### src/rtl/uart_tx_frame.sv
// Parametrised UART transmitter: start bit, DATA_BITS data bits LSB first,
// optional parity bit, 1 or 2 stop bits. Bit timing comes from a shared
// oversample strobe (b_tick), OVERSAMPLE strobes per bit period.
// Optional feature macro: UART_TX_HOLD_EN adds a one-word holding register
// and a tx_ready output so frames can be chained with no idle cycle.
module uart_tx_frame #(
    parameter int DATA_BITS   = 8,
    parameter int OVERSAMPLE  = 16,
    parameter int PARITY_MODE = 0,
    parameter int STOP_BITS   = 1
) (
    input  logic                 clk,
    input  logic                 rst,
    input  logic                 b_tick,
    input  logic                 start,
    input  logic [DATA_BITS-1:0] tx_data,
    output logic                 tx,
    output logic                 tx_busy,
    output logic                 tx_done
`ifdef UART_TX_HOLD_EN
    ,
    output logic                 tx_ready
`endif
);

    localparam int TW = $clog2(OVERSAMPLE);
    localparam int BW = $clog2(DATA_BITS);
    localparam logic [TW-1:0] TICK_LAST = TW'(OVERSAMPLE - 1);
    localparam logic [BW-1:0] BIT_LAST  = BW'(DATA_BITS - 1);

    generate
        if (DATA_BITS < 5 || DATA_BITS > 9 || OVERSAMPLE < 4 || OVERSAMPLE > 32 ||
            PARITY_MODE < 0 || PARITY_MODE > 2 || STOP_BITS < 1 || STOP_BITS > 2) begin : g_bad_param
            $error("uart_tx_frame: illegal parameter value");
        end
    endgenerate

    typedef enum logic [2:0] {IDLE, START, DATA, PARITY, STOP} state_t;

    state_t               state_q, state_d;
    logic [TW-1:0]        tick_q, tick_d;
    logic [BW-1:0]        bit_q, bit_d;
    logic                 stop_q, stop_d;
    logic [DATA_BITS-1:0] shift_q, shift_d;
    logic                 par_q, par_d;
    logic                 tx_q, tx_d;
    logic                 busy_q, busy_d;
    logic                 done_q, done_d;
    logic                 bit_end;
`ifdef UART_TX_HOLD_EN
    logic [DATA_BITS-1:0] hold_q, hold_d;
    logic                 ready_q, ready_d;
`endif

    // Parity bit of a word; odd parity is the inverse of the XOR reduction.
    function automatic logic parity_of(input logic [DATA_BITS-1:0] w);
        return (PARITY_MODE == 2) ? ~(^w) : ^w;
    endfunction

    // Next-state logic; outputs are derived from the next state so they register cleanly.
    always_comb begin
        state_d = state_q;
        tick_d  = tick_q;
        bit_d   = bit_q;
        stop_d  = stop_q;
        shift_d = shift_q;
        par_d   = par_q;
        done_d  = 1'b0;
        tx_d    = 1'b1;
        bit_end = b_tick && (tick_q == TICK_LAST);
`ifdef UART_TX_HOLD_EN
        hold_d  = hold_q;
        ready_d = ready_q;
`endif
        // Ticks only count inside a frame; the accept cycle's tick is dropped.
        if (state_q != IDLE && b_tick)
            tick_d = bit_end ? '0 : tick_q + 1'b1;

        case (state_q)
            IDLE: begin
                if (start) begin
                    state_d = START;
                    shift_d = tx_data;
                    par_d   = parity_of(tx_data);
                    tick_d  = '0;
                end
            end
            START: begin
                if (bit_end) begin
                    state_d = DATA;
                    bit_d   = '0;
                end
            end
            DATA: begin
                if (bit_end) begin
                    shift_d = shift_q >> 1;
                    bit_d   = bit_q + 1'b1;
                    if (bit_q == BIT_LAST) begin
                        bit_d   = '0;
                        state_d = (PARITY_MODE != 0) ? PARITY : STOP;
                    end
                end
            end
            PARITY: begin
                if (bit_end) state_d = STOP;
            end
            STOP: begin
                if (bit_end) begin
                    if (STOP_BITS == 2 && !stop_q) begin
                        stop_d = 1'b1;
                    end else begin
                        stop_d  = 1'b0;
                        state_d = IDLE;
                        done_d  = 1'b1;
                    end
                end
            end
            default: state_d = IDLE;
        endcase

`ifdef UART_TX_HOLD_EN
        // A held word restarts the frame straight from STOP; a start arriving
        // on the frame-end cycle itself is left for the following IDLE cycle.
        if (done_d && !ready_q) begin
            state_d = START;
            shift_d = hold_q;
            par_d   = parity_of(hold_q);
            tick_d  = '0;
            ready_d = 1'b1;
        end else if (start && state_q != IDLE && ready_q && !done_d) begin
            hold_d  = tx_data;
            ready_d = 1'b0;
        end
`endif

        case (state_d)
            IDLE:    tx_d = 1'b1;
            START:   tx_d = 1'b0;
            DATA:    tx_d = shift_d[0];
            PARITY:  tx_d = par_d;
            STOP:    tx_d = 1'b1;
            default: tx_d = 1'b1;
        endcase
        busy_d = (state_d != IDLE);
    end

    // State and registered outputs; rst aborts any frame in progress.
    always_ff @(posedge clk) begin
        if (rst) begin
            state_q <= IDLE;
            tick_q  <= '0;
            bit_q   <= '0;
            stop_q  <= 1'b0;
            shift_q <= '0;
            par_q   <= 1'b0;
            tx_q    <= 1'b1;
            busy_q  <= 1'b0;
            done_q  <= 1'b0;
`ifdef UART_TX_HOLD_EN
            hold_q  <= '0;
            ready_q <= 1'b1;
`endif
        end else begin
            state_q <= state_d;
            tick_q  <= tick_d;
            bit_q   <= bit_d;
            stop_q  <= stop_d;
            shift_q <= shift_d;
            par_q   <= par_d;
            tx_q    <= tx_d;
            busy_q  <= busy_d;
            done_q  <= done_d;
`ifdef UART_TX_HOLD_EN
            hold_q  <= hold_d;
            ready_q <= ready_d;
`endif
        end
    end

    assign tx      = tx_q;
    assign tx_busy = busy_q;
    assign tx_done = done_q;
`ifdef UART_TX_HOLD_EN
    assign tx_ready = ready_q;
`endif

endmodule

### config.mk
export PLATFORM = sky130hd
export DESIGN_NAME = uart_tx_frame
export DESIGN_NICKNAME = d
export VERILOG_FILES = /design/src/rtl/uart_tx_frame.sv
export SDC_FILE = /design/constraint.sdc
export NUM_CORES = 1
export LEC_CHECK = 0
export ABC_AREA = 1
export CORE_MARGIN = 10
export CORE_UTILIZATION = 35
export CTS_BUF_LIST = sky130_fd_sc_hd__clkbuf_16
export CTS_CLUSTER_SIZE = 30
export DETAILED_ROUTE_END_ITERATION = 16
export DONT_BUFFER_PORTS = 1
export PLACE_DENSITY_LB_ADDON = 0.3
export SKIP_LAST_GASP = 1
export SLEW_MARGIN = 40
export SYNTH_ARGS = -nofsm -noshare
export SYNTH_HDL_FRONTEND = slang
export SYNTH_SLANG_ARGS = --single-unit
export TNS_END_PERCENT = 5
### constraint.sdc
create_clock -name clk -period 1.3 [get_ports clk]
set_input_delay 0 -clock clk [delete_from_list [all_inputs] [get_ports clk]]
set_output_delay 0 -clock clk [all_outputs]
set_load 0.02 [all_outputs]
After elaboration in Yosys (flattened, before gate mapping)

Index checks and enable logic that the tools add are counted.

Add/sub/neg operators: 2
Eq/ne operators: 12
Multiplexer cells: 22
Bitwise gates (word level): 1
Reductions and logical operators: 11

Operator list:

| kind                                                                  | number |
|---|---|
| 3-bit 2-to-1 mux                                                      | 9 |
| 4-bit 2-to-1 mux                                                      | 4 |
| 8-bit 2-to-1 mux                                                      | 2 |
| 8-bit one-hot mux with 2 select lines                                 | 1 |
| 3-bit one-hot mux with 5 select lines                                 | 1 |
| 3-bit by 2-bit equality test with 1-bit output, second input constant | 4 |
| 8-bit parity                                                          | 1 |
| 3-bit by 1-bit equality test with 1-bit output, second input constant | 2 |
| 3-bit equality test, second input constant                            | 2 |
| 2-bit != test, second input constant                                  | 3 |
| 3-bit one-hot mux with 2 select lines                                 | 1 |
| 3-bit AND reduction                                                   | 2 |
| 3-bit nonzero test                                                    | 2 |
| 4-bit by 1-bit adder with 4-bit output, second input constant         | 1 |
| 4-bit equality test, second input constant                            | 1 |
| 2-bit nonzero test                                                    | 2 |
| 3-bit by 1-bit adder with 3-bit output, second input constant         | 1 |
| 3-bit logical NOT                                                     | 1 |
| 1-bit 2-to-1 mux                                                      | 3 |
| 1-bit one-hot mux with 3 select lines                                 | 1 |
| 1-bit logical AND                                                     | 2 |
| 2-bit OR reduction                                                    | 1 |
| 1-bit NOT                                                             | 1 |

Bits in registers: 22
Bits of input ports: 12
Output and inout port bits: 3
Word-level logic and storage cells: 57

Depth between registers and ports, before layout

Gate-level depths: netlist of run 1.

Word-level depth: 6
Depth in mapped cells: 10
Mapped depth without buffers: 10

Least setup slack after synthesis of run 1

No wires, ideal clock.

Path kind: register to register
Start: register tick_q[0]
End: register tx_q (netlist: tx)
Arrival time: 1,224 ps
Slack: -40 ps
Cell stages (with the launch flop): 9
Buffers on the path: 0
Clock period less this slack: 1,340 ps
Cells stage by stage: dfxtp_1 > ha_1 > nand4_4 > inv_2 > nand3_4 > nand3_2 > nand2_1 > nand2_1 > nand3_2

Longest elaborated chain between the ends: 6
Elaborated cells between the ends (all ways): 13
Classes of those cells: eq/ne: 4; mux: 8; reduce/logical: 1

RTL lines:

| item                                                                                                             | line | source |
|---|---|---|
| from (decl)                                                                                                      | 41   | `logic [TW-1:0] tick_q, tick_d;` |
| from (signal assigned)                                                                                           | 165  | `tick_q <= tick_d;` |
| 4-bit equality test (*)                                                                                          | 70   | `bit_end = b_tick && (tick_q == TICK_LAST);` |
| 1-bit logical AND (*)                                                                                            | 70   |  |
| 3-bit 2-to-1 mux (on tied branches)                                                                              | -    |  |
| 3-bit one-hot mux with 5 select lines                                                                            | 79   | `case (state_q)` |
| 3-bit by 2-bit equality test with 1-bit output or 3-bit by 1-bit equality test with 1-bit output (tied branches) | 136  | `case (state_d)` |
| 1-bit one-hot mux with 3 select lines (*)                                                                        | 136  |  |
| to (signal assigned)                                                                                             | 170  | `tx_q <= tx_d;` |
| to (decl)                                                                                                        | 46   | `logic tx_q, tx_d;` |

Mark *: on every way between the ends. The rest lies on a longest branch, timed or not. The select of a mux whose other input is x is not followed.
A chain may end at the register's enable or synchronous reset.

Worst setup path in the final report of run 1

Start: register tick_q[0]
End: register busy_q (netlist: tx_busy)

Longest elaborated chain between the ends: 5
Elaborated cells between the ends (all ways): 8
Classes of those cells: eq/ne: 1; mux: 5; reduce/logical: 2

RTL lines:

| item                                      | line | source |
|---|---|---|
| 4-bit equality test (*)                   | 70   |  |
| 1-bit logical AND (*)                     | 70   |  |
| 3-bit 2-to-1 mux (on tied branches)       | -    |  |
| 3-bit one-hot mux with 5 select lines (*) | 79   |  |
| 3-bit nonzero test (*)                    | 144  | `busy_d = (state_d != IDLE);` |
| to (signal assigned)                      | 171  | `busy_q <= busy_d;` |
| to (decl)                                 | 47   | `logic busy_q, busy_d;` |

Mark *: on every way between the ends. The rest lies on a longest branch, timed or not.

==> impl_metrics.yaml, run 1 <==
flow_run:
  drv_cap: 0
sta:
  tightest_slew_ps: 600
  hold_viol_final: 2
  slew_headroom_pct: 59.9
  timing.final.crit_share_pct: 104
  clock_skew_ps: 5.96
  max_freq_ghz: 0.742
  rsz0062_at_grt: "true"
  fin_crit_ps: 1350
  timing.hold.ws_ps: -33.0
  slew_violations: 0
  fin_ws_ps: -47.0
  final-setup-viol-count: 7
global_routing:
  gr-total-overflow: 0
  first_global_vias: 1161
  antenna_found_initial: 0
  grt_pass1_wl_mm: 5.06
  grt.total_usage_pct: 9.50
  grt_max_degree: 16
yosys:
  synth_nets: 208
  ys_ff_latch: 22
  synth_top_area_cell: "dfxtp_1"
  netlist_area_sq_mm: 0.00134
  yosys_warnings: 0
  yosysTopAreaCellShare_pct: 32.9
  synth_cell_types: 31
  synth.avg_cell_area_sq_um: 6.94
  yosys-top-cells-area: "dfxtp_1, nand2_1, inv_1"
  yosysSeqAreaShare_pct: 32.9
  netlist_instances: 193
power_and_ir_drop:
  p_per_area_mw_per_mm2: 1050
  power.total_mw: 1.82
  ir_drop_mv: 0.733
  power.static_leakage_nw: 0.865
cts:
  clk_pin_slew_ps: 60
  cts_buffers: 3
  cts_buffer_depth: 2
  cts_root_buf: "clkbuf_16"
  h-tree-depth: 1
  cts_tree: "done"
  clkLatencyLatePin_ps: 260
  cts_num_sinks: 22
setup_path:
  worst_path_max_delay_cell: "dfxtp_2"
  required_ps: 1410
  endpoint_kind: "flip-flop"
  slowest_delay_ps: 350
  crit_chain: "ha_4, nand4_4, o21ai_1, nand3_2, nor2_1, a21oi_1"
  cp-start-kind: "flip-flop"
  arrival_ps: 1460
  critPathKind: "flip-flop to flip-flop"
  timing.reg2reg.setup_slack_ps: -50
  cp_max_fo: 7
floorplan:
  die_width_um: 81.9
  die-area_sq_mm: 0.00670
  start_util_pct: 36.3
  ios: 15
  num_rows: 22
  core_area_sq_mm: 0.00369
  die_h_um: 81.9
placed_design:
  place_inst: 252
  dp_hpwl_mm: 2.29
  io_buffers: 0
  place_ws_ps: -76.9
  place.gp.congestion: 0.855
detailed_routing:
  routedWlPerCell_um: 11.5
  vias_per_cell: 4.75
  drt_pass1_iterations: 4
  drc: 0
  vias: 1263
  drt_iter0_markers: 48
  ant_nets: 0
  wirelength_mm: 3.05
finish:
  diodes: 0
  fin_util_pct: 47.0
  fin_nets: 234
  syn_to_final_growth_pct: 29.3
  drive_gt1_share_pct: 22.5
  layout.cells.non_filler: 266
worst_hold_path:
  holdCritPathClass: "primary input to flip-flop"
outcome:
  status: "complete, but fails checks"
  violations: "negative hold slack, negative setup slack"
## critical path: cells and delay by family (launching register included)
kind | cells | cell delay (ps)
flip-flops | 1 | 350
adder cells (fa/ha/maj) | 1 | 150
AO/OA/AOI/OAI | 2 | 310
AND/OR/NAND/NOR | 3 | 390
## cells in the mapped netlist (all sizes together)
library cell	count
a21oi	15
a22oi	6
buf	1
clkbuf	1
dfxtp	22
ha	3
inv	30
nand2	67
nand3	9
nand4	2
nor2	21
nor3	6
o211ai	1
o21ai	5
o31ai	1
or2	1
xnor2	1
xor2	1
## power by group
group | internal, mW | switching [mW]
clock | 0.611 | 0.248
sequential | 0.704 | 0.0229
combinational | 0.106 | 0.129
## sequential cells by signal, summed over array words and instances, names as in the netlist
signal and flops:
shift_q 8, tick_q 4, bit_q 3, state_q 3, par_q 1, tx 1
tx_busy 1, tx_done 1
## final cells by class
cell class | count | area, sq um
inverters | 30 | 120
flip-flops and latches | 22 | 444
well taps | 48 | 60.1
multi-input cells | 139 | 805
repair buffers | 23 | 199
clock inverters | 1 | 30.0
clock buffers | 3 | 75.1
fillers | 391 | 1960
## layer usage
metal  GRT usage (%)  vias up  routed length (um)
met3            2.29        6                 144
met2            15.8       22                1450
met4            5.27        0                  78
li1                -      666                   -
met1            11.0      569                1380
met5               0        -                   0
## cell usage in the layout (no fill, tap or decap), types with 3 or more instances in the layout
| master | synthesis | final |
|---|---|---|
| nor3_2 | 0 | 3 |
| nand2_1 | 65 | 63 |
| dlygate4sd3_1 | 0 | 9 |
| buf_4 | 0 | 13 |
| a21oi_2 | 3 | 3 |
| nor2_1 | 16 | 16 |
| inv_1 | 26 | 26 |
| nand2_2 | 1 | 3 |
| nand3_1 | 4 | 4 |
| dfxtp_1 | 22 | 19 |
| nand3_2 | 3 | 3 |
| nor3_1 | 6 | 3 |
| a22oi_1 | 6 | 6 |
| dfxtp_2 | 0 | 3 |
| clkbuf_16 | 0 | 3 |
| a21oi_1 | 12 | 12 |
## final timing paths
path / from / end / depth (start not counted)
setup reg to reg: tick_q[0]$_SDFF_PP0_ / tx_busy$_SDFF_PP0_ / 6
hold reg to reg: shift_q[3]$_SDFFE_PP0P_ / shift_q[3]$_SDFFE_PP0P_ / 2
hold / removal: tx_data[2] / shift_q[2]$_SDFFE_PP0P_ / 2
setup / recovery: tick_q[0]$_SDFF_PP0_ / tx_busy$_SDFF_PP0_ / 6
## repair_timing
action | in CTS | in global routing
pin swaps | 6 | 0
cloned | 0 | 0
endpoints found under the hold margin | 15 | 14
gates resized for setup | 5 | 3
setup endpoints to repair | 8 | 21
setup buffers | 1 | 0
hold buffers | 2 | 7
## through the flow
step | setup TNS, ps | area [sq um]
final | -147 | 1730
after floorplan | 0 | 1360
after global routing | -1720 | 1730
after CTS | -132 | 1650
after detailed placement | -235 | 1500
after global placement | -110 | 1500
## cells by family (layout without fill, tap and decap cells)
logic type / count (synthesis) / after routing / share of synthesized area [%]
flip-flops: 22 / 22 / 32.9
adder cells (fa/ha/maj): 3 / 3 / 2.80
AND/OR/NAND/NOR: 106 / 106 / 40.1
buffers and inverters: 32 / 57 / 9.90
XOR/XNOR: 2 / 2 / 1.31
AO/OA/AOI/OAI: 28 / 28 / 13.1
Power figures use the tool's default switching activity.
==> run 2, diff against run 1 <==
--- a/config.mk
+++ b/config.mk
@@ -6,7 +6,7 @@
 export NUM_CORES = 1
 export LEC_CHECK = 0
 export ABC_AREA = 1
-export CORE_MARGIN = 10
+export CORE_MARGIN = 2
 export CORE_UTILIZATION = 35
 export CTS_BUF_LIST = sky130_fd_sc_hd__clkbuf_16
 export CTS_CLUSTER_SIZE = 30
==> constraint.sdc (replaced) <==
create_clock -name clk -period 1.4 [get_ports clk]
set_input_delay 0 -clock clk [delete_from_list [all_inputs] [get_ports clk]]
set_output_delay 0 -clock clk [all_outputs]
set_load 0.02 [all_outputs]
==> run 2 against run 1 <==
Compared with the run above:
- the flow finishes with violations (negative setup slack)
- via count shrank 5.1%
- utilization shrank 2.2 points
- maximum frequency down 4.4%
- power down 19%
- worst setup slack improved by 38 ps
- clock power decreased by 31%
- largest cell class unchanged
==> impl_metrics.yaml, run 2 (synthesis results as in run 1) <==
outcome:
  status: "complete, but fails checks"
  violations: "negative setup slack"
setup_path:
  endpoint_kind: "flip-flop"
  slowest_delay_ps: 350
  cp_max_fo: 7
  worst_path_max_delay_cell: "dfxtp_2"
  r2r-start: "tick_q[0]$_SDFF_PP0_"
  required_ps: 1550
  cp-start-kind: "flip-flop"
  timing.reg2reg.setup_slack_ps: -9
  worstReg2RegEnd: "tx$_SDFF_PP1_"
  crit_chain: "ha_4, nand4_4, inv_4, nand3_4, nand3_2, nand2_1, nand2_1, nand3_2"
  rr_worst_depth: 8
  arrival_ps: 1550
  critPathKind: "flip-flop to flip-flop"
finish:
  drive_gt1_share_pct: 17.2
  syn_to_final_growth_pct: 22.3
  reg.largest.list: "shift_q (8), tick_q (4)"
  diodes: 0
  fin_nets: 226
  regMostFlops: "shift_q"
  final_common_cell: "nand2_1"
  largest_reg_flops: 8
  nFillCells: 373
  final_cell_mix: "nand2_1, inv_1, dfxtp_1"
worst_hold_path:
  holdCritPathClass: "primary input to flip-flop"
  min_to: "tick_q[1]$_SDFF_PP0_"
  min_path_cells: 3
  min_from: "b_tick"
sta:
  slew_violations: 0
  hold_viol_final: 0
  fin_crit_ps: 1410
  timing.hold.ws_ps: 16.7
  final-setup-viol-count: 6
  timing.final.crit_share_pct: 101
  tightest_slew_ps: 573
  finalSetupTns_ps: -33.9
  max_freq_ghz: 0.710
  clock_skew_ps: 1.08
  fin_ws_ps: -8.63
  slew_headroom_pct: 61.6
  rsz0062_at_grt: "true"
power_and_ir_drop:
  internal_power_mw: 1.13
  p_per_area_mw_per_mm2: 904
  power.static_leakage_nw: 0.811
  p_seq_share_pct: 45.5
  switchingPower_mw: 0.356
  p_clk_share_pct: 40.1
  combPwrFrac_pct: 14.3
  p_sw_share_pct: 24.0
  ir_drop_mv: 0.530
cts:
  clkLatencyLatePin_ps: 250
  clk_pin_slew_ps: 60
  cts_num_sinks: 22
  cts_root_buf: "clkbuf_16"
  cts_buffers: 3
  h-tree-depth: 1
  cts_tree: "done"
  cts_buffer_depth: 2
global_routing:
  grt_pass1_wl_mm: 4.60
  gr-total-overflow: 0
  grtUsageMet1_pct: 17.2
  grt.total_usage_pct: 13.4
  met2_usage_pct: 21.2
  grt_max_degree: 16
  use_met3_pct: 5.45
  antenna_found_initial: 0
  grt-busiest-layer: "met2"
  first_global_vias: 1117
placed_design:
  place.gp.congestion: 0.791
  dp_hpwl_mm: 1.97
  io_buffers: 0
floorplan:
  ios: 15
  num_rows: 22
  die-area_sq_mm: 0.00434
  core_area_sq_mm: 0.00366
  die_width_um: 65.9
  start_util_pct: 36.6
  die_h_um: 65.9
flow_run:
  drv_cap: 0
detailed_routing:
  drt_pass1_iterations: 4
  vias_per_cell: 4.66
  vias: 1198
  drc: 0
  routedWlPerCell_um: 11.1
  ant_nets: 0
  drt_iter0_markers: 70
  wirelength_mm: 2.86
==> run 2: routing by layer <==
layer	part of all wire (%)	routed length, um	up-vias
met5	0	0	-
met4	0	0	0
met3	4.5	129	0
met1	50	1420	534
met2	46	1310	20
li1	-	-	644
==> run 2: per-stage QoR <==
step	setup slack (ps)	area [sq um]	util (%)	std cells	power (mW)
after global placement	2.20	1430	39.0	243	0.870
after CTS	6.58	1590	43.3	254	1.49
after floorplan	59.6	1340	-	193	0.838
after global routing	-75.5	1640	44.8	257	1.56
after detailed placement	3.96	1430	39.0	243	0.870
final	-8.63	1640	44.8	257	1.48
==> run 2: worst max-delay path by stage <==
stage / startpoint / to / slack, ps
2_1_floorplan: tick_q[0]$_SDFF_PP0_ / tx$_SDFF_PP1_ / 60
3_5_place_dp: tick_q[0]$_SDFF_PP0_ / tx$_SDFF_PP1_ / 4
3_3_place_gp: state_q[1]$_SDFF_PP0_ / tx$_SDFF_PP1_ / 2
4_1_cts: tick_q[0]$_SDFF_PP0_ / tx_busy$_SDFF_PP0_ / 7
6_report: tick_q[0]$_SDFF_PP0_ / tx$_SDFF_PP1_ / -9
5_1_grt: tick_q[0]$_SDFF_PP0_ / tx$_SDFF_PP1_ / -80
==> run 2: area by class of cell <==
type / count / area, sq um / area share, %
timing repair buffer: 14 / 141 / 8.63
tap: 48 / 60.1 / 3.66
inverter: 30 / 120 / 7.33
sequential: 22 / 443 / 27.0
multi-input combinational: 140 / 800 / 48.8
clock buffer: 3 / 75.1 / 4.58
==> run 2: worst max-delay path, delay by kind of cell, from the launching register on <==
family / cells / cell delay, ps
adder cells (fa/ha/maj): 1 / 150
buffers and inverters: 1 / 150
flip-flops: 1 / 350
AND/OR/NAND/NOR: 6 / 640
==> run 2: power by group through the flow <==
stage          combinational, mW  sequential [mW]  clock [mW]
6_report                   0.212            0.675       0.595
3_5_place_dp               0.183            0.687           0
5_1_grt                    0.247            0.678       0.637
3_3_place_gp               0.183            0.687           0
2_1_floorplan              0.154            0.685           0
4_1_cts                    0.209            0.674       0.608
==> run 2: what timing repair did <==
action	4_1_cts	5_1_grt
buffers inserted	0	2
gates cloned	0	1
endpoints found under the hold margin	18	0
resized for setup	1	7
hold buffers	8	0
pin swaps	0	2
endpoints found under the setup margin	1	18
==> run 3, diff against run 2 <==
--- a/config.mk
+++ b/config.mk
@@ -5,7 +5,6 @@
 export SDC_FILE = /design/constraint.sdc
 export NUM_CORES = 1
 export LEC_CHECK = 0
-export ABC_AREA = 1
 export CORE_MARGIN = 2
 export CORE_UTILIZATION = 35
 export CTS_BUF_LIST = sky130_fd_sc_hd__clkbuf_16
==> run 3 against run 2 <==
Compared with the run above:
- the run ends with negative hold slack, negative setup slack left
- clock skew is 1.8 ps higher
- wire length is 8.8% lower
- hold slack worse by 210 ps
- critical path type unchanged
- largest cell class unchanged
==> impl_metrics.yaml, run 3 <==
finish:
  diodes: 0
  fin_nets: 167
  regMostFlops: "shift_q"
  final_cell_mix: "buf_4, dfxtp_1, nor2_1"
  seqCellArea_sq_um: 442
  nFillCells: 268
  multi_input_area_sq_um: 633
  reg.largest.list: "shift_q (8), tick_q (4)"
  largest_reg_flops: 8
  layout.cells.non_filler: 184
  drive_gt1_share_pct: 29.8
  final_common_cell: "buf_4"
  syn_to_final_growth_pct: 34.3
  finalInstanceArea_sq_mm: 0.00146
  fin_util_pct: 48.6
setup_path:
  required_ps: 1560
  cp_max_fo: 4
  timing.reg2reg.setup_slack_ps: -130
  worstReg2RegEnd: "tx$_SDFF_PP1_"
  endpoint_kind: "flip-flop"
  critPathLaunch: "state_q[2]$_SDFF_PP0_"
  r2r-start: "state_q[2]$_SDFF_PP0_"
  rr_worst_depth: 5
  arrival_ps: 1690
  cp-start-kind: "flip-flop"
  critPathKind: "flip-flop to flip-flop"
cts:
  cts_tree: "done"
  clkLatencyLatePin_ps: 260
  cts_num_sinks: 22
  cts_root_buf: "clkbuf_16"
  cts_buffer_depth: 2
  cts_buffers: 3
  h-tree-depth: 1
  clk_pin_slew_ps: 60
worst_hold_path:
  min_to: "tick_q[2]$_SDFF_PP0_"
  min_from: "rst"
  holdCritPathClass: "primary input to flip-flop"
  min_path_cells: 1
detailed_routing:
  vias_per_cell: 5.43
  routedWlPerCell_um: 14.2
  ant_nets: 0
  drt_iter0_markers: 31
  vias: 999
  drt_pass1_iterations: 4
  wirelength_mm: 2.61
  drc: 0
placed_design:
  place_inst: 179
  dp_hpwl_mm: 1.90
  post_dp_cell_area_sq_mm: 0.00132
  place.gp.congestion: 0.903
  io_buffers: 0
outcome:
  violations: "negative hold slack, negative setup slack"
  status: "complete, but fails checks"
sta:
  slew_headroom_pct: 77.9
  timing.hold.ws_ps: -192
  tightest_slew_ps: 331
  timing.final.crit_share_pct: 109
  max_freq_ghz: 0.653
  fin_ws_ps: -132
  final-setup-viol-count: 11
  rsz0062_at_grt: "true"
  clock_skew_ps: 2.84
  finalSetupTns_ps: -380
  hold_viol_final: 22
  fin_crit_ps: 1530
  slew_violations: 0
yosys:
  netlist_area_sq_mm: 0.00109
  synth_commonest_cells: "dfxtp_1, nor2_1, a21oi_1, nand2_1, a22oi_1"
  yosysTopAreaCellShare_pct: 40.6
  ys_ff_latch: 22
  synth_cell_types: 38
  yosysMostFrequentCell: "dfxtp_1"
  synth.avg_cell_area_sq_um: 8.69
  yosysSeqAreaShare_pct: 40.6
  yosys_warnings: 0
  synth_ff_type: "dfxtp_1"
  synth_top_area_cell: "dfxtp_1"
  async_reset_ff_share_pct: 0
  synth_nets: 140
  netlist_instances: 125
  yosys-top-cells-area: "dfxtp_1, xnor2_1, a22oi_1"
  synth_edf_count: 0
power_and_ir_drop:
  power.static_leakage_nw: 0.574
  p_per_area_mw_per_mm2: 1150
  ir_drop_mv: 0.628
floorplan:
  core_area_sq_mm: 0.00300
  die-area_sq_mm: 0.00356
  die_width_um: 59.7
  start_util_pct: 36.2
  ios: 15
  num_rows: 20
  die_h_um: 59.7
global_routing:
  grt_max_degree: 23
  gr-total-overflow: 0
  grt.total_usage_pct: 16.7
  grt_pass1_wl_mm: 4.46
  antenna_found_initial: 0
  first_global_vias: 1053
flow_run:
  drv_cap: 0
## run 3: cell count changes after synthesis, sizes merged, moves of 3 or more
cell and delta:
a21oi -5, a22oi +3, buf +3, inv -28, nand2 -57, nand2b +3, nand3 -8, xnor2 +7
## run 3: worst max-delay path by stage
stage,to,depth (start not counted),slack (ps)
5_1_grt,tx$_SDFF_PP1_,6,-180
3_3_place_gp,tx$_SDFF_PP1_,5,-120
2_1_floorplan,tx$_SDFF_PP1_,6,-160
4_1_cts,tx$_SDFF_PP1_,5,-130
6_report,tx$_SDFF_PP1_,5,-130
3_5_place_dp,tx$_SDFF_PP1_,6,-140
## run 3: worst max-delay path, cell delays in order, from the launching register on
cell and delay (ps):
dfxtp_1 340, or3b_4 420, or2_1 240, o221ai_2 180, o21ai_1 90, a21o_1 160
## run 3: metrics by stage
step                      hold slack (ps)  power (mW)  setup WS, ps
after floorplan                      78.3       0.809          -160
after global placement               72.9       0.862          -118
after detailed placement             74.2       0.870          -136
after CTS                            -202        1.68          -134
after global routing                 -201        1.73          -183
final                                -192        1.68          -132
## run 3: logic make-up after synthesis
| kind of cell | share of synthesized area [%] |
|---|---|
| buffers and inverters | 3.80 |
| AO/OA/AOI/OAI | 19.7 |
| adder cells (fa/ha/maj) | 3.46 |
| multiplexers | 0.922 |
| flip-flops | 40.6 |
| XOR/XNOR | 8.07 |
| AND/OR/NAND/NOR | 23.5 |
## run 3: what timing repair did
action,in CTS,in global routing
gates resized for setup,5,4
endpoints found under the setup margin,14,17
setup buffers,0,1
hold endpoints to repair,22,22
pin swaps,0,2
## run 3: final cells by class
class | count | share of cell area [%]
multi-input combinational | 94 | 43.4
clock buffer | 3 | 5.15
clock inverter | 1 | 2.06
inverter | 2 | 0.515
sequential | 22 | 30.3
tap | 33 | 2.83
timing repair buffer | 29 | 15.8
## run 3: per-layer routing
layer	GRT usage, %	wire length [um]
met5	0	0
met2	29.8	1360
met4	8.57	38
met3	3.03	76
met1	18.6	1130
## run 3: report_power, final
part,switching [mW],internal [mW],total [mW]
logic,0.0826,0.101,0.183
clock network,0.250,0.569,0.819
registers,0.0238,0.655,0.679
total,0.356,1.32,1.68
